## src/rtl/pipe_skid_stage_pkg.sv

```systemverilog
// Shared constants for the pipeline stage register: default payload width,
// default ready-path selection and the occupancy encoding {m_valid, s_valid}.
package pipe_skid_stage_pkg;

  localparam int DATA_BUS_BITS     = 64;
  localparam int PIPE_SKID_DEFAULT = 1;

  // Occupancy of the skid variant, encoded as {m_valid, s_valid}.
  // {0,1} cannot be reached: skid is only written while main is held.
  localparam logic [1:0] OCC_EMPTY = 2'b00;
  localparam logic [1:0] OCC_FULL  = 2'b10;
  localparam logic [1:0] OCC_SKID  = 2'b11;

endpackage

```

## src/rtl/pipe_skid_stage.sv

```systemverilog
// Generic pipeline-stage register with valid/ready handshake, back-pressure
// and flush. SKID=1 adds a second slot so in_ready comes straight from a flop;
// SKID=0 is a single register whose ready is combinational on out_ready.
// out_valid/out_data are always flop outputs, and out_data is zero when idle.
module pipe_skid_stage
  import pipe_skid_stage_pkg::*;
#(
  parameter int WIDTH = DATA_BUS_BITS,
  parameter int SKID  = PIPE_SKID_DEFAULT
) (
  input  logic             clk,
  input  logic             reset,
  input  logic             flush,
  input  logic             in_valid,
  output logic             in_ready,
  input  logic [WIDTH-1:0] in_data,
  output logic             out_valid,
  input  logic             out_ready,
  output logic [WIDTH-1:0] out_data
);

  logic             m_valid_q, m_valid_d;
  logic [WIDTH-1:0] m_data_q,  m_data_d;
  logic             accept, pop;

  assign accept    = in_valid & in_ready;
  assign pop       = m_valid_q & out_ready;
  assign out_valid = m_valid_q;
  assign out_data  = m_data_q;

  // Main register: reset clears both valid and data so out_data reads zero.
  always_ff @(posedge clk) begin
    if (reset) begin
      m_valid_q <= 1'b0;
      m_data_q  <= '0;
    end else begin
      m_valid_q <= m_valid_d;
      m_data_q  <= m_data_d;
    end
  end

  generate
    if (SKID != 0) begin : g_skid
      logic             s_valid_q, s_valid_d;
      logic [WIDTH-1:0] s_data_q,  s_data_d;

      // Ready depends only on the skid slot being free.
      assign in_ready = ~s_valid_q;

      // Next-state for main and skid, keyed on current occupancy.
      always_comb begin
        m_valid_d = m_valid_q;
        m_data_d  = m_data_q;
        s_valid_d = s_valid_q;
        s_data_d  = s_data_q;
        if (flush) begin
          m_valid_d = 1'b0;
          m_data_d  = '0;
          s_valid_d = 1'b0;
          s_data_d  = '0;
        end else begin
          case ({m_valid_q, s_valid_q})
            OCC_EMPTY: begin
              if (accept) begin
                m_valid_d = 1'b1;
                m_data_d  = in_data;
              end
            end
            OCC_FULL: begin
              if (accept && pop) begin
                m_data_d = in_data;
              end else if (pop) begin
                m_valid_d = 1'b0;
                m_data_d  = '0;
              end else if (accept) begin
                s_valid_d = 1'b1;
                s_data_d  = in_data;
              end
            end
            OCC_SKID: begin
              if (pop) begin
                m_data_d  = s_data_q;
                s_valid_d = 1'b0;
                s_data_d  = '0;
              end
            end
            default: begin
            end
          endcase
        end
      end

      // Skid register: cleared on reset alongside main.
      always_ff @(posedge clk) begin
        if (reset) begin
          s_valid_q <= 1'b0;
          s_data_q  <= '0;
        end else begin
          s_valid_q <= s_valid_d;
          s_data_q  <= s_data_d;
        end
      end
    end else begin : g_comb
      // Free slot, or the held entry leaves on this same edge.
      assign in_ready = ~m_valid_q | out_ready;

      // Single-slot next-state: flush wins, then load, then drain to zero.
      always_comb begin
        m_valid_d = m_valid_q;
        m_data_d  = m_data_q;
        if (flush) begin
          m_valid_d = 1'b0;
          m_data_d  = '0;
        end else if (accept) begin
          m_valid_d = 1'b1;
          m_data_d  = in_data;
        end else if (pop) begin
          m_valid_d = 1'b0;
          m_data_d  = '0;
        end
      end
    end
  endgenerate

endmodule

```

## config.mk

```make
export PLATFORM = sky130hd
export DESIGN_NAME = pipe_skid_stage
export DESIGN_NICKNAME = d
export VERILOG_FILES = /design/src/rtl/pipe_skid_stage_pkg.sv /design/src/rtl/pipe_skid_stage.sv
export SDC_FILE = /design/constraint.sdc
export NUM_CORES = 1
export LEC_CHECK = 0
export CORE_MARGIN = 4
export CORE_UTILIZATION = 43
export DETAILED_ROUTE_END_ITERATION = 10
export GPL_TIMING_DRIVEN = 1
export PLACE_DENSITY = 0.7
export SYNTH_ARGS = -nofsm -noshare
export SYNTH_HDL_FRONTEND = slang
export SYNTH_SLANG_ARGS = --single-unit
export TNS_END_PERCENT = 100
```

## constraint.sdc

```tcl
create_clock -name clk -period 2.1 [get_ports clk]
set_input_delay 0.42 -clock clk [delete_from_list [all_inputs] [get_ports clk]]
set_output_delay 0.42 -clock clk [all_outputs]
set_load 0.05 [all_outputs]
```

---- Yosys cells after proc, flatten, opt, wreduce, memory -nomap -nowiden ----
Cells that the tools add are included.
storage, ports and cells
  output and inout bits ................... 66
  memories ................................ 0
  register bits after elaboration ......... 130
  bits in writable memories ............... 0
  bits in read-only memories .............. 0
  latch bits .............................. 0
  input bits .............................. 69
  logic and storage cells ................. 40
cells by class
  shift operators ......................... 0
  $lt $le $gt $ge ......................... 0
  equality and inequality tests ........... 9
  div/mod/pow operators ................... 0
  reduce and logical (&&, ||, !) cells .... 9
  multipliers ............................. 0
  bitwise operators ....................... 3
  add/sub/neg operators ................... 0
  multiplexer cells ....................... 15
operators with widths
  operator            number
  $mux 64             6
  $pmux 64 s3         1
  $pmux 64 s2         1
  $ne 2x2->1 const B  6
  $reduce_and 4->1    2
  $mux 1              5
  $reduce_and 5->1    1
  $eq 2x2->1 const B  2
  $pmux 1 s2          2
  $reduce_bool 2->1   2
  $ne 3x3->1 const B  1
  $reduce_bool 3->1   1
  $and 1x1->1         2
  $logic_not 2->1     1
  $reduce_or 2->1     1
  $logic_and 1x1->1   1
  $not 1->1           1

---- Depth between registers and ports, before layout ----
  depth after elaboration ................. 6
  mapped depth ............................ 5

---- Worst setup path after synthesis ----
No wires, ideal clock.
  kind .................................... register to register
  start ................................... register m_valid_q, in the netlist out_valid
  end ..................................... register m_data_q[0], in the netlist out_data[0]
  cell stages (with the launch flop) ...... 5
  arrival time ............................ 1.624 ns
  buffers on the path ..................... 1
  required time ........................... 1.974 ns
  path slack .............................. 0.350 ns
  path through ............................ dfxtp_1 > nand2_1 > a21oi_2 > buf_6 > a221oi_2
on the way
  cells in the longest elaborated chain, start to end .. 4
  elaborated cells between the ends (all ways) .. 12
ends and longest elaborated chain
  element                                                           RTL line               text
  start: declaration                                                pipe_skid_stage.sv:22  logic m_valid_q, m_valid_d;
  start signal: assignment                                          pipe_skid_stage.sv:37  m_valid_q <= m_valid_d;
  $and 1x1->1                                                       pipe_skid_stage.sv:27  assign pop = m_valid_q & out_ready;
  $logic_and 1x1->1                                                 pipe_skid_stage.sv:70  if (accept && pop) begin
  $ne 3x3->1 (no line) / $mux 64 (equally long branches)            n/a
  $reduce_and 4->1 (no line) / $pmux 64 s3 (equally long branches)  n/a
  end signal: assignment                                            pipe_skid_stage.sv:38  m_data_q <= m_data_d;
  end: declaration                                                  pipe_skid_stage.sv:23  logic [WIDTH-1:0] m_data_q, m_data_d;
Several ways; a longest one is shown, not always the timed one.
A chain may end at the register's enable or synchronous reset.

---- Final worst setup path ----
  start ................................... register m_data_q[4], in the netlist out_data[4]
  end ..................................... output port out_data[4]
RTL lines
  element           RTL line               text
  end: declaration  pipe_skid_stage.sv:19  output logic [WIDTH-1:0] out_data
No word-level cell between the ends.

==> impl_metrics.ini <==
[detailed_routing]
finalWirelength_um = 13640
wl_per_cell_um = 16.74
drt-initial-drc-count = 277
vias_per_cell = 5.378
vias = 4383
drtPass1Iterations = 4
postRouteAntennaNets = 0
drc_errors = 0

[worst_setup_path]
path_cells = clkdlybuf4s50_1
cp_top_family = buffers and inverters
worstPathArrival_ps = 1590
critical_path_class = reg -> out
start_kind = flip-flop
crit_fanout = 2
crit_buf_inv = 1
cp_slowest_cell = clkdlybuf4s50_1
slowest_delay_ps = 830
cp-end-kind = primary output
cp_data_required_time_ps = 1680

[power]
combPwrFrac = 0.147
p_per_area_nw_per_um2 = 824.7
peakVddDrop_mv = 0.3825
internal_power_uw = 4489
p_sw_uw = 1564
switching_share = 0.2584
p_clk_frac = 0.428
power_frac_seq = 0.425
total_leakage_power_uw = 0.002580

[logic_synthesis]
synth_cells = 516
async_flop_share = 0
syn_avg_cell_area_um2 = 10.41
synth_fp_nets = 585
syn_area_um2 = 5370
synth_cell_type_count = 23
synth-edff-count = 0
synth-seq-cells = 130
yosys_warnings = 0
yosysSeqAreaShare = 0.4846
synth_ff_type = dfxtp_1

[layout]
area_growth_pct = 36.67
drive_gt1_frac = 0.1716
layout.nets = 706
antenna-diode-count = 0

[grt]
overflow = 0
grt_max_degree = 66
antenna_found_initial = 0
grt_pass1_wl_um = 22510
grtUsageTotal = 0.1929
grt_pass1_vias = 4475

[clock_network]
clock_sinks = 130
clock_latency_ps = 390
cts_root_buffer = clkbuf_16
cts_resized = 1
ctsLongestPathBuffers = 2
cts_tree = yes
hold_buffers = 0
cts_setup_buffers = 0
clkSlewWorstSetupHoldPaths_ps = 50
htreeDepth = 4
cts_buffers = 17

[sta]
max_freq_ghz = 0.4967
worst_slew_pin_slew_ps = 542.5
hold_violations = 0
fin_crit_sh = 0.9587
holdWs_ps = 456.3
fin_skew_ps = 6.495
rsz0062_at_grt = no
period_needed_ps = 2013
slew_headroom = 0.6372
setup_viol = 0
slew_violations = 0
fin_tns_setup_ps = 0

[job]
max-cap-violations = 0

[worst_hold_path]
hp-class = reg -> reg

[die]
die_area_um2 = 14340
core_um2 = 12110
initial_core_util = 0.4434
die_w_um = 119.8
die_h_um = 119.8
rows = 40
io_pins = 135

[placed_design]
port_buffers = 134
place_congestion = 0.7658
dpl.hpwl_um = 8791

[status]
status = finished clean
==> sequential cells by signal, indices dropped and copies added, names as in the netlist <==
signal            flops
g_skid.s_valid_q      1
g_skid.s_data_q      64
out_valid             1
out_data             64
==> worst paths after layout <==
check | start | to | slack (ps) | cells after the start
worst max-delay path | out_data[4]$_SDFFE_PP0P_ | out_data[4] | 90 | 1
worst min-delay path | out_data[25]$_SDFFE_PP0P_ | out_data[25]$_SDFFE_PP0P_ | 460 | 2
worst max register to register | out_valid$_SDFFE_PP0P_ | out_data[20]$_SDFFE_PP0P_ | 560 | 4
worst min register to register | out_data[25]$_SDFFE_PP0P_ | out_data[25]$_SDFFE_PP0P_ | 460 | 2
==> kinds of logic after synthesis <==
family,Yosys count,synth area share
AOI/OAI and AO/OA,197,0.3441
buffers and inverters,114,0.1118
and+or+nand+nor,75,0.05941
DFF,130,0.4846
==> power groups by stage <==
stage                     Clock, µW  Combinational, µW  Sequential [µW]
after floorplan                   0                354             2820
after detailed placement          0                890             2620
final                          2590                888             2570
after global placement            0                876             2620
after CTS                      2640                894             2570
after global routing           2750                945             2580
==> cells in the mapped netlist (all sizes together), types with 2 or more instances <==
master | n | area share
inv | 66 | 0.046
a221oi | 64 | 0.17
clkbuf | 17 | 0.012
nand2 | 66 | 0.046
dfxtp | 130 | 0.48
a22o | 64 | 0.10
nor2 | 2 | 0.0014
nand2b | 2 | 0.0037
o21ai | 65 | 0.061
buf | 31 | 0.054
a21oi | 3 | 0.0035
==> through the flow <==
| step | cell area [µm²] | utilization | power [µW] | std cells | setup slack, ps |
|---|---|---|---|---|---|
| 5_1_grt | 7340 | 0.6060 | 6277 | 815 | 22.22 |
| 6_report | 7340 | 0.6060 | 6053 | 815 | 86.71 |
| 3_5_place_dp | 6819 | 0.5630 | 3514 | 786 | 58.76 |
| 4_1_cts | 7340 | 0.6060 | 6106 | 815 | 67.13 |
| 3_3_place_gp | 6819 | 0.5630 | 3499 | 786 | 92.06 |
| 2_1_floorplan | 5370 | - | 3170 | 516 | 350.2 |
==> layer usage <==
metal / part of all wire / wire (µm) / global-route usage
met1: 0.44 / 6026 / 0.2479
met4: 0.0059 / 81 / 0.05154
met5: 0 / 0 / 0
met3: 0.057 / 783 / 0.05796
met2: 0.49 / 6749 / 0.3164
==> cell type report <==
cell class	instances	area (µm²)
Clock buffer	24	491.7
Clock inverter	5	30.03
Fill cell	1033	4772
Inverter	66	247.7
Multi-Input combinational cell	272	2205
Sequential cell	130	2603
Tap cell	168	210.2
Timing Repair Buffer	150	1553
==> layout by cell type (no fill, tap or decap) <==
cell type and instances:
a21oi_1 2, a21oi_4 1, a221oi_1 4, a221oi_2 60
a22o_1 64, and3_2 1, buf_12 8, buf_2 1
buf_4 9, clkbuf_1 3, clkbuf_16 17, clkbuf_8 4
clkdlybuf4s50_1 131, clkinv_2 3, clkinvlp_4 2, dfxtp_1 130
dlygate4sd2_1 1, inv_1 66, nand2_1 66, nand2b_1 1
nand2b_4 1, nand3_2 1, nand4bb_1 1, nor2_1 1
nor2_4 1, nor4b_4 1, o21a_4 1, o21ai_0 65
or2_0 1
(Power assumes the default switching activity.)
